File: config.mk
export PLATFORM = sky130hd
export DESIGN_NAME = imm_decode_ctrl
export DESIGN_NICKNAME = d
export VERILOG_FILES = /design/src/rtl/imm_ctrl_pkg.sv /design/src/rtl/imm_opcode_decoder.sv /design/src/rtl/imm_decode_ctrl.sv
export SDC_FILE = /design/constraint.sdc
export NUM_CORES = 1
export LEC_CHECK = 0
export CAP_MARGIN = 15
export CELL_PAD_IN_SITES_DETAIL_PLACEMENT = 0
export CELL_PAD_IN_SITES_GLOBAL_PLACEMENT = 2
export CORE_MARGIN = 2
export CORE_UTILIZATION = 34
export DETAILED_ROUTE_END_ITERATION = 16
export GPL_TIMING_DRIVEN = 0
export HOLD_SLACK_MARGIN = 0.03
export PLACE_DENSITY = 0.87
export SYNTH_ARGS = -nofsm -noshare
export SYNTH_HDL_FRONTEND = slang
export SYNTH_SLANG_ARGS = --single-unit
File: constraint.sdc
create_clock -name clk -period 10.7 [get_ports clk]
set_input_delay 1.07 -clock clk [delete_from_list [all_inputs] [get_ports clk]]
set_output_delay 1.07 -clock clk [all_outputs]
set_load 0.005 [all_outputs]
File: src/rtl/imm_ctrl_pkg.sv
// Shared opcode, extender-select and buffer-state definitions for the ID-stage
// immediate controller.
package imm_ctrl_pkg;

  localparam logic [3:0] OP_ANDI = 4'b0100;
  localparam logic [3:0] OP_ADDI = 4'b0101;
  localparam logic [3:0] OP_LW   = 4'b0110;
  localparam logic [3:0] OP_SW   = 4'b0111;
  localparam logic [3:0] OP_BEQ  = 4'b1000;
  localparam logic [3:0] OP_BNE  = 4'b1001;
  localparam logic [3:0] OP_JMP  = 4'b1010;
  localparam logic [3:0] OP_CALL = 4'b1011;
  localparam logic [3:0] OP_SV   = 4'b1100;

  localparam logic IMM_SEL_I = 1'b0;
  localparam logic IMM_SEL_S = 1'b1;
  localparam logic EXT_ZERO  = 1'b0;
  localparam logic EXT_SIGN  = 1'b1;

  typedef enum logic [1:0] {
    ST_EMPTY = 2'd0,
    ST_ONE   = 2'd1,
    ST_TWO   = 2'd2
  } buf_state_t;

  typedef struct packed {
    logic imm_used;
    logic imm_sel;
    logic ext_op;
    logic illegal;
  } imm_ctl_t;

endpackage

File: src/rtl/imm_opcode_decoder.sv
// Combinational opcode decode into extender controls and the illegal flag.
module imm_opcode_decoder
  import imm_ctrl_pkg::*;
(
  input  logic [3:0] opcode,
  output logic       imm_used,
  output logic       imm_sel,
  output logic       ext_op,
  output logic       illegal
);

  always_comb begin
    imm_used = 1'b0;
    imm_sel  = IMM_SEL_I;
    ext_op   = EXT_ZERO;
    illegal  = 1'b0;
    case (opcode)
      OP_ANDI: imm_used = 1'b1;
      OP_ADDI, OP_LW, OP_SW, OP_BEQ, OP_BNE: begin
        imm_used = 1'b1;
        ext_op   = EXT_SIGN;
      end
      OP_JMP, OP_CALL: begin
        imm_used = 1'b1;
        imm_sel  = IMM_SEL_S;
      end
      OP_SV: begin
        imm_used = 1'b1;
        imm_sel  = IMM_SEL_S;
        ext_op   = EXT_SIGN;
      end
      4'b1101, 4'b1110, 4'b1111: illegal = 1'b1;
      default: ;
    endcase
  end

endmodule

File: src/rtl/imm_decode_ctrl.sv
// ID-stage controller: decodes at accept, holds up to two decoded entries in a
// skid buffer and presents the head to EX and the immediate extender.
module imm_decode_ctrl
  import imm_ctrl_pkg::*;
#(
  parameter int PC_W  = 16,
  parameter int CNT_W = 8
) (
  input  logic             clk,
  input  logic             reset_n,
  input  logic             in_valid,
  output logic             in_ready,
  input  logic [15:0]      in_instr,
  input  logic [PC_W-1:0]  in_pc,
  input  logic             flush,
  output logic             out_valid,
  input  logic             out_ready,
  output logic [15:0]      out_instr,
  output logic [PC_W-1:0]  out_pc,
  output logic             imm_sel,
  output logic             ext_op,
  output logic [4:0]       i_imm,
  output logic [8:0]       s_imm,
  output logic             imm_used,
  output logic             illegal,
  output logic [CNT_W-1:0] illegal_cnt
);

  buf_state_t      state, state_nxt;
  imm_ctl_t        dec_p0;
  imm_ctl_t        head_ctl_p1, skid_ctl_p1;
  logic [15:0]     head_instr_p1, skid_instr_p1;
  logic [PC_W-1:0] head_pc_p1, skid_pc_p1;
  logic            acc, pop;
  logic            ld_head_in, ld_head_skid, ld_skid;

  imm_opcode_decoder u_dec (
    .opcode   (in_instr[15:12]),
    .imm_used (dec_p0.imm_used),
    .imm_sel  (dec_p0.imm_sel),
    .ext_op   (dec_p0.ext_op),
    .illegal  (dec_p0.illegal)
  );

  assign acc = in_valid & in_ready & ~flush;
  assign pop = out_valid & out_ready;

  always_comb begin
    state_nxt    = state;
    ld_head_in   = 1'b0;
    ld_head_skid = 1'b0;
    ld_skid      = 1'b0;
    if (flush) begin
      state_nxt = ST_EMPTY;
    end else begin
      case (state)
        ST_EMPTY: if (acc) begin
          state_nxt  = ST_ONE;
          ld_head_in = 1'b1;
        end
        ST_ONE: begin
          if (acc && !pop) begin
            state_nxt = ST_TWO;
            ld_skid   = 1'b1;
          end else if (acc && pop) begin
            ld_head_in = 1'b1;
          end else if (pop) begin
            state_nxt = ST_EMPTY;
          end
        end
        ST_TWO: if (pop) begin
          state_nxt    = ST_ONE;
          ld_head_skid = 1'b1;
        end
        default: state_nxt = ST_EMPTY;
      endcase
    end
  end

  // Stage p1: buffer state, handshake outputs and the illegal counter
  always_ff @(posedge clk or negedge reset_n) begin
    if (!reset_n) begin
      state       <= ST_EMPTY;
      in_ready    <= 1'b0;
      out_valid   <= 1'b0;
      illegal_cnt <= '0;
    end else begin
      state     <= state_nxt;
      in_ready  <= (state_nxt != ST_TWO);
      out_valid <= (state_nxt != ST_EMPTY);
      if (acc && dec_p0.illegal && (illegal_cnt != {CNT_W{1'b1}}))
        illegal_cnt <= illegal_cnt + {{(CNT_W-1){1'b0}}, 1'b1};
    end
  end

  // Head entry is reset so EX sees zeroed fields while the core is held in reset
  always_ff @(posedge clk or negedge reset_n) begin
    if (!reset_n) begin
      head_instr_p1 <= '0;
      head_pc_p1    <= '0;
      head_ctl_p1   <= '0;
    end else if (ld_head_in) begin
      head_instr_p1 <= in_instr;
      head_pc_p1    <= in_pc;
      head_ctl_p1   <= dec_p0;
    end else if (ld_head_skid) begin
      head_instr_p1 <= skid_instr_p1;
      head_pc_p1    <= skid_pc_p1;
      head_ctl_p1   <= skid_ctl_p1;
    end
  end

  always_ff @(posedge clk) begin
    if (ld_skid) begin
      skid_instr_p1 <= in_instr;
      skid_pc_p1    <= in_pc;
      skid_ctl_p1   <= dec_p0;
    end
  end

  assign out_instr = head_instr_p1;
  assign out_pc    = head_pc_p1;
  assign imm_sel   = head_ctl_p1.imm_sel;
  assign ext_op    = head_ctl_p1.ext_op;
  assign imm_used  = head_ctl_p1.imm_used;
  assign illegal   = head_ctl_p1.illegal;
  assign i_imm     = head_instr_p1[4:0];
  assign s_imm     = head_instr_p1[8:0];

endmodule

Word-level counts from Yosys, hierarchy flattened
Cells that the tools add are included.
Storage, ports and cells
  flip-flop bits (word level): 84
  input port bits: 37
  output and inout port bits: 60
  logic and storage cells: 77
Cells by class
  add/subtract/negate cells: 1
  eq/ne operators: 16
  mux-type cells: 28
  bitwise operators: 4
  reductions and logical operators: 12
Operators by type and width (count)
  $mux W16: 4
  $eq A4 B4 Y1 const B: 8
  $eq A4 B3 Y1 const B: 4
  $mux W1: 14
  $mux W2: 6
  $reduce_or A9 Y1: 1
  $add A8 B1 Y8 const B: 1
  $mux W4: 2
  $ne A8 B8 Y1 const B: 1
  $pmux W2 S3: 1
  $reduce_or A3 Y1: 2
  $reduce_or A6 Y1: 1
  $logic_and A1 B1 Y1: 4
  $reduce_bool A2 Y1: 2
  $and A1 B1 Y1: 3
  $eq A2 B1 Y1 const B: 1
  $eq A2 B2 Y1 const B: 1
  $logic_not A2 Y1: 1
  $ne A2 B2 Y1 const B: 1
  $pmux W1 S2: 1
  $logic_not A1 Y1: 1
  $not A1 Y1: 1

Logic depth before layout (Yosys ltp)
Gate-level depths: netlist (run 1).
  depth after elaboration: 8
  gate-level depth with buffers: 6
  depth with buffers taken out: 5

Cells and area by module
A second synthesis (run 1) with hierarchy kept.
Second synthesis, totals
  cell total of the unflattened synthesis: 246
  area, all modules: 3500.9 µm²
Modules (own cells, without submodules)
  imm_decode_ctrl: instances 1, cells an instance 236, area an instance 3433.3 µm², sequential area each 2282.2 µm²
  imm_opcode_decoder: instances 1, cells an instance 10, area an instance 67.6 µm², sequential area each 0.0 µm²

Worst setup path before layout (run 1)
No wires, ideal clock.
  path type: input to register
  start: input port flush
  end: register skid_ctl_p1[0] in the netlist's numbering (enable)
  setup time: 0.474 ns
  arrival: 3.810 ns
  data required time: 10.226 ns
  path slack: 6.416 ns
  cell stages on the path: 2
  path buffers: 0
  cells stage by stage: nand3b_4 nor3_1
On the way
  longest elaborated chain between the ends: 6
RTL lines
  from (decl): line imm_decode_ctrl.sv:15  | input logic flush,
  $not A1 Y1: line imm_decode_ctrl.sv:45  | assign acc = in_valid & in_ready & ~flush;
  $and A1 B1 Y1: line imm_decode_ctrl.sv:45
  $logic_and A1 B1 Y1: line imm_decode_ctrl.sv:62  | if (acc && !pop) begin
  $mux W1: line imm_decode_ctrl.sv:62
  $mux W1: line imm_decode_ctrl.sv:56  | case (state)
  $mux W1 (*): line imm_decode_ctrl.sv:53  | if (flush) begin
  named net ld_skid: line imm_decode_ctrl.sv:35  | logic ld_head_in, ld_head_skid, ld_skid;
  to (signal assigned): line imm_decode_ctrl.sv:117  | skid_ctl_p1 <= dec_p0;
  to (decl): line imm_decode_ctrl.sv:31  | imm_ctl_t head_ctl_p1, skid_ctl_p1;
Mark *: on every way through the listed nets, which the timed path passes. The rest lies on a longest branch.
A chain may end at the register's enable or synchronous reset.

Worst setup path after layout (run 1)
  start: input port flush
  end: register skid_instr_p1[8] (enable)
On the way
  longest elaborated chain between the ends: 6
RTL lines
  $not A1 Y1: line imm_decode_ctrl.sv:45
  $and A1 B1 Y1: line imm_decode_ctrl.sv:45
  $logic_and A1 B1 Y1: line imm_decode_ctrl.sv:62
  $mux W1: line imm_decode_ctrl.sv:62
  $mux W1: line imm_decode_ctrl.sv:56
  $mux W1 (*): line imm_decode_ctrl.sv:53
  named net ld_skid: line imm_decode_ctrl.sv:35
  to (signal assigned): line imm_decode_ctrl.sv:115  | skid_instr_p1 <= in_instr;
  to (decl): line imm_decode_ctrl.sv:32  | logic [15:0] head_instr_p1, skid_instr_p1;
Marked as above.

==> results by stage, run 1 <==
Yosys:
- The most instantiated flip-flop cell in the synthesis netlist is dfrtp_1.
- After synthesis the cells add up to 0.00346 mm2.
- The synthesized area per cell is 14.1 um2.
- Yosys mapped a number of flops with a built-in enable equal to 36.
- During synthesis, Yosys emitted a total of 0 warnings.
- The part of the Yosys area used for sequential elements is 0.660.
- The number of cells produced by synthesis is 246.
- For this run, asynchronously set or reset flops after synthesis account for 0.571.
- The number of distinct library cell variants in the gate-level netlist after synthesis is 40.
- The post-synthesis sequential element count is 84.
- Counting every net in the synthesized netlist gives 284.

Final layout:
- The summed area of non-filler cells in the final layout is 0.00488 mm2.
- The count of fill cells added during filler insertion is 941.
- From synthesis to final layout, the design area changed by 41.0%.
- The layout net count is 395.
- The number of antenna cells inserted is 0.
- In the final layout, the share of cells above drive strength 1 is 0.149.
- The utilization after layout is 0.497.

Critical path:
- For this run, the slowest stage of the critical path takes 550 ps.
- The master of the slowest instance on the critical path is clkdlybuf4s50_1.
- The startpoint class of the critical path is a primary input.
- The biggest fanout along the worst timing path is 11.
- The buffers plus inverters on the worst setup path is 3.
- The path type of the worst setup path is primary input to flop.
- Grouping stages by cell kind, the critical path spends the most delay in buffers and inverters.
- The critical path goes through clkdlybuf4s50_1 -> nand3b_4 -> nor3_2 -> buf_8 -> buf_6.
- The critical path data arrival time is 2830 ps.
- The data required time at the worst endpoint is 10750 ps.
- The critical path endpoint category is a flop.

Detailed routing:
- In this run the remaining antenna-violating nets after routing total 0.
- After detailed routing, the number of vias per cell comes to 4.75.
- Summed over all layers, the routed wires come to 7.62 mm.
- The first detailed-routing pass ran for 4 iterations.
- In this run, the number of DRC markers left after iteration 0 of detailed routing was 70.
- In the routed design, unresolved DRC markers number 0.
- After detailed routing, the average wire length per cell comes to 15.4 um.
- The number of vias after detailed routing is 2351.

Power:
- The static power due to leakage is 0.00211 uW.
- The proportion of power drawn by the clock network is 0.303.
- The switching power is 203 uW.
- The maximum ir drop on the vdd rail is 0.0753 mV.
- The internal power consumption is 649 uW.
- The power density normalized to cell area is 175 mW/mm2.
- The part of the power in registers is 0.473.
- The switching part of the total is 0.238.
- The power share of the combinational group is 0.224.
- The design draws 852 uW.

Timing:
- Setup repair after global routing left no endpoint under its margin.
- The final critical-path share of the clock period is 0.260.
- Static timing analysis puts the maximum clock frequency at 0.360 GHz.
- The minimum period implied by the final worst setup slack is 2780 ps.
- The number of setup violations in the final report is 0.
- The setup TNS is 0 ps.
- The worst-case headroom to the max-slew limit is 0.610.
- The total count of max-transition violations in the final report was 0.
- For the pin with the worst max-slew slack, the measured transition is 582 ps.
- The hold violation count in the final report is 0.
- The final worst clock skew is 12.9 ps.

Placement:
- At the end of routability-driven placement, the weighted congestion stood at 0.691.
- Detailed placement ended at an HPWL of 5.37 mm.
- The placed cell area is 0.00464 mm2.
- The number of buffers added on ports is 96.

Clocking:
- The clock tree from TritonCTS is yes.
- The clock root buffer master is clkbuf_8.
- The latest clock arrival within the worst-skew pair is 340 ps.
- The total clock sinks is 84.
- The TritonCTS buffer count is 9.
- Hold repair after CTS inserted 0 buffers.
- The clock passes through at most 2 buffers.
- The clock tree synthesis step divided the H-tree into 3 levels.
- The number of buffers inserted to repair setup after CTS is 0.
- Gates resized during post-CTS repair numbered 0.
- The post-CTS clock slew at the launch and capture registers of the worst setup and hold paths is 80 ps.

Global route:
- Entering global routing, the biggest net connects 31 pins.
- The overall global routing resource usage is 0.143.
- The number of global-route vias before repair is 2395.
- The initial antenna violation count is 0.
- The first-pass GRT wire length is 12.5 mm.
- Summed over all layers, the global routing overflow is 0.

Floorplanning:
- The floorplan has 36 rows.
- The die covers 0.0110 mm2.
- For this configuration, the core starts out at a cell density of 0.352.
- The chip height is 105 um.
- The core region is 0.00982 mm2.
- 97 I/O pins were placed.
- The overall die width is 105 um.

Run status:
- The run finished with clean final reports.

Job:
- The max-capacitance violation count is 0.

Hold path:
- The kind of path behind the tightest hold check is flop to flop.
cell type report:
| cell class | count | area (um2) | area share |
|---|---|---|---|
| tap | 133 | 166 | 0.0341 |
| inverter | 1 | 3.75 | 0.000769 |
| sequential | 84 | 2280 | 0.468 |
| buffer | 25 | 190 | 0.0390 |
| clock inverter | 5 | 82.6 | 0.0169 |
| multi-input combinational | 136 | 988 | 0.203 |
| timing repair buffer | 100 | 1010 | 0.208 |
| clock buffer | 11 | 151 | 0.0310 |
metrics by stage:
stage / setup WS [ps] / hold slack (ps) / cells
floorplan: 6420 / 473 / 246
global placement: 4160 / 457 / 475
detailed placement: 7500 / 465 / 479
CTS: 7850 / 483 / 495
global route: 7770 / 497 / 495
finish: 7920 / 476 / 495
synthesized netlist by cell type, types with 2 or more instances:
library cell / n / area [um2]
dfrtp_1: 48 / 1200
edfxtp_1: 36 / 1080
a21o_1: 28 / 210
a22o_1: 27 / 236
buf_4: 17 / 128
a21oi_1: 16 / 80.1
nand2_1: 12 / 45.0
nor2_1: 11 / 41.3
xnor2_1: 6 / 52.6
buf_6: 4 / 45.0
and3_1: 3 / 18.8
nand4_1: 3 / 18.8
a221o_1: 2 / 20.0
buf_2: 2 / 10.0
clkbuf_1: 2 / 7.51
nand2b_1: 2 / 12.5
nand3_1: 2 / 10.0
nor2_4: 2 / 22.5
xor2_1: 2 / 17.5
worst paths after layout:
check                                      startpoint                          to  slack [ps]  depth (start not counted)
hold reg to reg                 out_pc[3]$_DFFE_PN0P_       out_pc[3]$_DFFE_PN0P_         480                          1
setup reg to reg           illegal_cnt[0]$_DFFE_PN0P_  illegal_cnt[1]$_DFFE_PN0P_        8750                          4
max in group asynchronous                     reset_n      out_pc[14]$_DFFE_PN0P_        9490                          2
hold / removal                  out_pc[3]$_DFFE_PN0P_       out_pc[3]$_DFFE_PN0P_         480                          1
min in group asynchronous                     reset_n  illegal_cnt[3]$_DFFE_PN0P_         670                          1
setup / recovery                                flush  skid_instr_p1[8]$_DFFE_PP_        7920                          5
cells by family after synthesis:
logic type / share of synthesized area
buffers and inverters: 0.0561
and+or+nand+nor: 0.0749
AOI/OAI and AO/OA: 0.179
DFF: 0.660
adders and majority gates: 0.00362
muxes: 0.00615
xor gates and xnor gates: 0.0203
per-layer routing:
metal | track usage | wire length (um) | up-vias
met5 | 0 | 0 | -
met4 | 0.0514 | 92 | 0
met3 | 0.0318 | 393 | 9
met2 | 0.225 | 3650 | 69
met1 | 0.194 | 3480 | 1146
li1 | - | - | 1127
state kept, by name (all words and copies together) (netlist names):
name and flops:
out_instr 16, skid_pc_p1 16, imm_sel 1, imm_used 1, out_pc 16, skid_ctl_p1 4
in_ready 1, illegal 1, skid_instr_p1 16, state 2, ext_op 1, illegal_cnt 8
out_valid 1
worst reg2reg max path: stages (launching register included):
cell      delay (ps)
dfrtp_1          460
ha_1             280
and3_1           200
a211oi_2         510
mux2_2           390
power by group through the flow:
stage,Clock (uW),Combinational (uW),Sequential (uW)
finish,258,191,403
global route,279,207,409
CTS,266,195,404
floorplan,0,66.8,409
detailed placement,0,194,411
global placement,0,189,410
cell usage in the layout (no fill, tap or decap), drive strengths merged, types with 12 or more instances in the layout:
cell type	netlist	routed
clkdlybuf4s50	0	95
nor2	13	13
dfrtp	48	48
a21oi	16	16
nand2	12	12
a21o	28	28
clkbuf	2	13
buf	23	28
a22o	27	27
edfxtp	36	36
(Power assumes the default switching activity.)
==> run 2: changes to the inputs <==
--- a/config.mk
+++ b/config.mk
@@ -9,11 +9,11 @@
 export CELL_PAD_IN_SITES_DETAIL_PLACEMENT = 0
 export CELL_PAD_IN_SITES_GLOBAL_PLACEMENT = 2
 export CORE_MARGIN = 2
-export CORE_UTILIZATION = 34
+export CORE_UTILIZATION = 29
 export DETAILED_ROUTE_END_ITERATION = 16
 export GPL_TIMING_DRIVEN = 0
 export HOLD_SLACK_MARGIN = 0.03
-export PLACE_DENSITY = 0.87
+export PLACE_DENSITY = 0.79
 export SYNTH_ARGS = -nofsm -noshare
 export SYNTH_HDL_FRONTEND = slang
 export SYNTH_SLANG_ARGS = --single-unit
==> constraint.sdc (replaced) <==
create_clock -name clk -period 2.5 [get_ports clk]
set_input_delay 0.25 -clock clk [delete_from_list [all_inputs] [get_ports clk]]
set_output_delay 0.25 -clock clk [all_outputs]
set_load 0.005 [all_outputs]
==> run 2 against run 1 <==
Against the previous run: the flow now finishes with violations (design-rule violations); die area grew 17%; global-route usage decreased by 1.6 points; total power increased to 4.4 times the previous value; worst hold slack got worse by 2.3 ps; critical path depth unchanged; sequential share of layout area shrank 0.58 points; clock power rose to 4.8 times the previous value; sequential power rose to 4.3 times the previous value.
==> results by stage, run 2 (synthesis results as in run 1) <==
Clocking:
- The longest clock path from root to sink contains 2 buffers.
- TritonCTS built the clock tree.
- Clock tree synthesis selected as its root buffer the cell clkbuf_16.
- The TritonCTS buffer count is 9.
- The clock reaches the later pin of the worst-skew pair after 330 ps.
- The number of buffers inserted to repair setup after CTS is 0.
- The total clock sinks is 84.
- The H-tree was split into 3 levels.
- After clock tree synthesis, the clock-pin slew on the worst setup and hold paths is 60 ps.

Floorplanning:
- The floorplan step defined a core boundary enclosing 0.0115 mm2.
- The die covers 0.0128 mm2.
- The floorplan step set the die width to 113 um.
- The site row count is 39.
- For this configuration, the core starts out at a cell density of 0.300.
- The chip height is 113 um.
- The count of pins on the block boundary is 97.

Critical path:
- Counting cells, the worst reg-to-reg path comes to 4.
- The critical path starts at flush.
- Following the worst setup path forward leads to its endpoint at skid_pc_p1[6]$_DFFE_PP_.
- Counting stages on the worst path, the most repeated cell is buf_8.
- The critical path endpoint category is a flop.
- The data required time at the worst endpoint is 2530 ps.
- The critical path goes through clkdlybuf4s50_1 -> nand3b_4 -> nor3_4 -> buf_8 -> buf_8.
- The critical register-to-register path endpoint is illegal_cnt[1]$_DFFE_PN0P_.
- The worst-case register-to-register setup slack is 540 ps.
- The startpoint class of the critical path is a primary input.
- The critical path in this run is classified as primary input to flop.
- The maximum single-stage delay on the critical path is 640 ps.
- The startpoint of the lowest-slack register-to-register path is illegal_cnt[0]$_DFFE_PN0P_.
- The critical path data arrival time is 2180 ps.
- The biggest fanout along the worst timing path is 13.
- The slowest stage of the critical path belongs to the cell nor3_4.

Final layout:
- The summed area of non-filler cells in the final layout is 0.00494 mm2.
- The footprint of the multi-input gates is 995 um2.
- In the final layout, the share of cells above drive strength 1 is 0.144.
- The most common library cell in the layout ignoring fill and taps is clkdlybuf4s50_1.
- The count of fill cells added during filler insertion is 1097.
- In the final design database the tool counted 395 nets.
- The number of antenna cells inserted is 0.
- Registers take 0.00228 mm2.
- The signed area change from the synthesized netlist to the final layout is 42.8%.
- The library cells used most frequently in the layout, excluding fill and tap cells, are clkdlybuf4s50_1 (95), dfrtp_1 (48), edfxtp_1 (36), a21o_1 (28), a22o_1 (27).

Global route:
- The number of global-route vias before repair was 2428.
- The initial antenna violation count is 0.
- Summed over all layers, the global routing overflow is 0.
- The largest net degree at the start of global routing is 28.
- The overall global routing resource usage is 0.127.
- The first global-routing pass estimated 12.7 mm of wire.

Timing:
- The total count of max-transition violations in the final report came to 0.
- The maximum clock frequency is 0.466 GHz.
- The number of setup violations in the final report is 0.
- The final worst setup slack is 353 ps.
- The final critical-path share of the clock period is 0.859.
- The final worst clock skew is 6.92 ps.
- Setup repair after global routing left no endpoint under its margin.
- The hold violation count in the final report was 0.
- For the pin with the worst max-slew slack, the measured transition is 732 ps.
- Measured against its own limit, the worst slew margin works out to 0.511.
- The minimum period implied by the final worst setup slack is 2150 ps.

Detailed routing:
- The total wire length after detailed routing is 7.90 mm.
- In the routed layout, each cell is associated on average with a via count of 4.71.
- The count of nets left with antenna violations once routing finished came out at 0.
- The number of DRC violations after detailed routing is 7.
- The detailed router finished its first iteration with 98 violations.
- The first detailed-routing pass took 10 iterations.
- The number of vias after detailed routing is 2378.
- In the final routed layout, each cell accounts on average for 15.6 um.

Power:
- Of the total power, the share spent switching nets is 0.250.
- The switching power is 943 uW.
- In this run the static leakage power is 0.00212 uW.
- Internal power comes to 2840 uW.
- Across the VDD grid, the largest voltage drop is 0.294 mV.
- The proportion of power drawn by the clock network is 0.325.
- Of the total power, combinational logic draws 0.218.
- The share of total power dissipated in sequential elements is 0.457.
- For this design the ratio of total power to cell area is 765 mW/mm2.

Job:
- The max-capacitance violation count is 0.

Placement:
- The placed cell area is 0.00466 mm2.
- The congestion estimate from routability-driven global placement came to 0.712.
- Input and output buffers added on the ports amount to 96.
- The estimated wirelength of the detail-placed design is 5.52 mm.
- Timing analysis after detailed placement gives a worst setup slack of -44.0 ps.

Run status:
- The flow ran to the end, but the final reports show violations.
- The final reports fail on design-rule violations.

Hold path:
- The path class of the tightest hold or removal check is flop to flop.
run 2: cell count changes in the layout (fill, tap and decap cells not counted), moves of 2 or more:
cell | previous run | this run
clkbuf_16 | 0 | 9
bufinv_16 | 2 | 0
clkbuf_8 | 11 | 0
clkinvlp_4 | 0 | 3
buf_6 | 6 | 4
run 2: worst min-delay path by stage:
stage,start,endpoint,slack [ps],cells after the start
floorplan,reset_n,ext_op$_DFFE_PN0P_,-50,0
global placement,out_pc[3]$_DFFE_PN0P_,out_pc[3]$_DFFE_PN0P_,460,1
detailed placement,reset_n,illegal_cnt[5]$_DFFE_PN0P_,330,1
CTS,out_pc[0]$_DFFE_PN0P_,out_pc[0]$_DFFE_PN0P_,480,1
global route,out_instr[9]$_DFFE_PN0P_,out_instr[9]$_DFFE_PN0P_,490,1
finish,out_pc[6]$_DFFE_PN0P_,out_pc[6]$_DFFE_PN0P_,470,1
run 2: power by group through the flow:
stage	Combinational [uW]	Clock, uW	Sequential [uW]
finish	822	1230	1730
global route	899	1340	1750
CTS	840	1270	1730
detailed placement	837	0	1760
global placement	818	0	1750
floorplan	287	0	1750
run 2: critical path: cells and delay by family:
kind | cells | cell delay (ps)
buffers and inverters | 3 | 980
AND/OR/NAND/NOR | 2 | 940
run 2: per-stage QoR:
step | hold slack [ps] | total power (uW) | TNS, ps | cells | util
after detailed placement | 334 | 2590 | -564 | 488 | 0.404
after global routing | 485 | 3990 | 0 | 505 | 0.429
after global placement | 459 | 2570 | -70220 | 485 | 0.400
after floorplan | -45.6 | 2040 | 0 | 246 | -
final | 474 | 3780 | 0 | 505 | 0.429
after CTS | 479 | 3840 | 0 | 505 | 0.429
run 2: area by class of cell:
| cell class | count | area share |
|---|---|---|
| clock buffers | 9 | 0.0456 |
| repair buffers | 100 | 0.206 |
| inverters | 1 | 0.000760 |
| plain buffers | 25 | 0.0385 |
| clock inverters | 7 | 0.00988 |
| multi-input cells | 136 | 0.201 |
| flip-flops and latches | 84 | 0.462 |
| well taps | 143 | 0.0362 |
run 2: repair_timing:
item,4_1_cts,5_1_grt
gates resized for setup,0,0
endpoints found under the hold margin,26,0
hold buffers,1,0
run 2: per-layer routing:
metal  vias to the layer above  GRT usage  wire length [um]  part of all wire
met5                         -          0                 0                 0
met4                         0     0.0317                70            0.0089
met3                         7     0.0482               550             0.070
met2                        69      0.194              3600              0.46
met1                      1180      0.171              3680              0.47
li1                       1122          -                 -                 -
==> edit (config.mk and constraints of run 2) <==
`CNT_W`: 8 -> 7.
--- a/src/rtl/imm_decode_ctrl.sv
+++ b/src/rtl/imm_decode_ctrl.sv
@@ -4,7 +4,7 @@
   import imm_ctrl_pkg::*;
 #(
   parameter int PC_W  = 16,
-  parameter int CNT_W = 8
+  parameter int CNT_W = 7
 ) (
   input  logic             clk,
   input  logic             reset_n,
Interface: changed (resized illegal_cnt); port bits go from 97 to 96. No check against the original RTL was run, so the function may have changed too.
==> edit against run 2 <==
Wire length rose by 0.84%; area after synthesis fell by 3.0%; cell area fell by 2.4%; global-route usage rose by 0.27 points; total power rose by 0.27%; worst setup slack improved by 0.25 ns; hold slack improved by 0.0026 ns; sequential cell count fell by 1.
==> edit: results (changes against run 2) <==
result of the run=finished, final reports clean; global routing usage on met2=21.3% (+1.9 points); GPL Wtd Cong=0.668 (-6.2%); Worst Hold Path EP=out_instr[12]$_DFFE_PN0P_; timing-limited maximum frequency=0.528 GHz (+13%); share of synthesized flip-flops with an asynchronous set or reset=56.6% (-0.52 points); worst-case setup slack after placement=0.224 ns (+0.268 ns); average wire per standard cell=15.6 um (-0.15%); number of nets at the end of the flow=401 (+1.5%); vias in the first global route=2308 (-4.9%); placed standard-cell area=4530 um^2 (-2.7%); capture point of the worst path=skid_ctl_p1[2]$_DFFE_PP_; Crit Reg-Reg Startpoint=out_valid$_DFF_PN0_; total number of vias=2412 (+1.4%); Post-Syn Nets=292 (+2.8%); CP arrival=1.92 ns (-0.26 ns); initial drt markers=79 (-19%); Post-Route M1 WL=3600 um (-2.2%); dpl hpwl=5450 um (-1.2%); largest cells by area after synthesis=sky130_fd_sc_hd__dfrtp_1, sky130_fd_sc_hd__edfxtp_1, sky130_fd_sc_hd__a22o_1; most numerous cell types in the synthesized netlist=sky130_fd_sc_hd__dfrtp_1, sky130_fd_sc_hd__edfxtp_1, sky130_fd_sc_hd__a21oi_1; Slowest Stage Delay on Critical Path=0.54 ns (-0.10 ns); static leakage=2.06 nW (-2.8%); fraction of layout instances using a drive strength above 1=12.3% (-2.1 points); worst relative slew slack=57.7% (+6.6 points); Synth top area share=35.1% (+0.34 points); hold_sp=out_instr[12]$_DFFE_PN0P_; met3 wire length=426 um (-23%); Worst Reg-to-Reg Cells=6 (+2); register-to-register path setup slack=0.69 ns (+0.15 ns); critical path fanouts, max=20 (+7); met2 layer wire length in the routed design=3900 um (+8.4%); reg2reg end=out_pc[7]$_DFFE_PN0P_; peak supply drop=402 uV (+37%); cell type group with the largest total delay on the critical path=simple AND/OR/NAND/NOR gates; share of the yosys chip area belonging to registers=67.3% (+1.3 points); total routing usage reported by global routing=12.9% (+0.27 points)
## edit: cell types whose count changed in the layout (fill, tap and decap cells not counted), moves of 3 or more
cell and change:
sky130_fd_sc_hd__a21o_1 -7, sky130_fd_sc_hd__a21oi_1 +11, sky130_fd_sc_hd__a22o_1 -6, sky130_fd_sc_hd__buf_2 +6, sky130_fd_sc_hd__buf_4 -3, sky130_fd_sc_hd__buf_6 -4, sky130_fd_sc_hd__clkbuf_1 +5, sky130_fd_sc_hd__clkinvlp_4 -3
sky130_fd_sc_hd__nand2_1 +5, sky130_fd_sc_hd__nor2_1 +6, sky130_fd_sc_hd__xnor2_1 -3
## edit: logic make-up after synthesis
| family | after synthesis | synth area share (%) |
|---|---|---|
| adder cells (fa/ha/maj) | 1 | 0.373 |
| XOR/XNOR | 5 | 1.31 |
| multiplexers | 2 | 0.634 |
| AND/OR/NAND/NOR | 51 | 7.50 |
| AO/OA/AOI/OAI | 84 | 17.9 |
| buffers and inverters | 28 | 5.00 |
| flip-flops | 83 | 67.3 |
## edit: area by class of cell
class | instances | area [um^2]
clock buffers | 11 | 233
flip-flops and latches | 83 | 2260
fillers | 1098 | 6550
inverters | 1 | 3.75
plain buffers | 27 | 164
well taps | 143 | 179
multi-input cells | 143 | 931
clock inverters | 4 | 52.6
repair buffers | 98 | 1000
## edit: per-stage QoR
step	cells	total power, mW	hold WS (ns)	util (%)
2_1_floorplan	254	2.00	-0.0456	-
3_3_place_gp	492	2.53	0.457	39.4
3_5_place_dp	494	2.55	0.313	39.8
4_1_cts	510	3.86	0.479	42.4
5_1_grt	510	3.99	0.489	42.4
6_report	510	3.79	0.477	42.4
## edit: power by group
group,internal (mW),switching [mW],total [mW]
clock,0.770,0.507,1.28
sequential,1.59,0.117,1.70
combinational,0.542,0.265,0.807
total,2.90,0.889,3.79
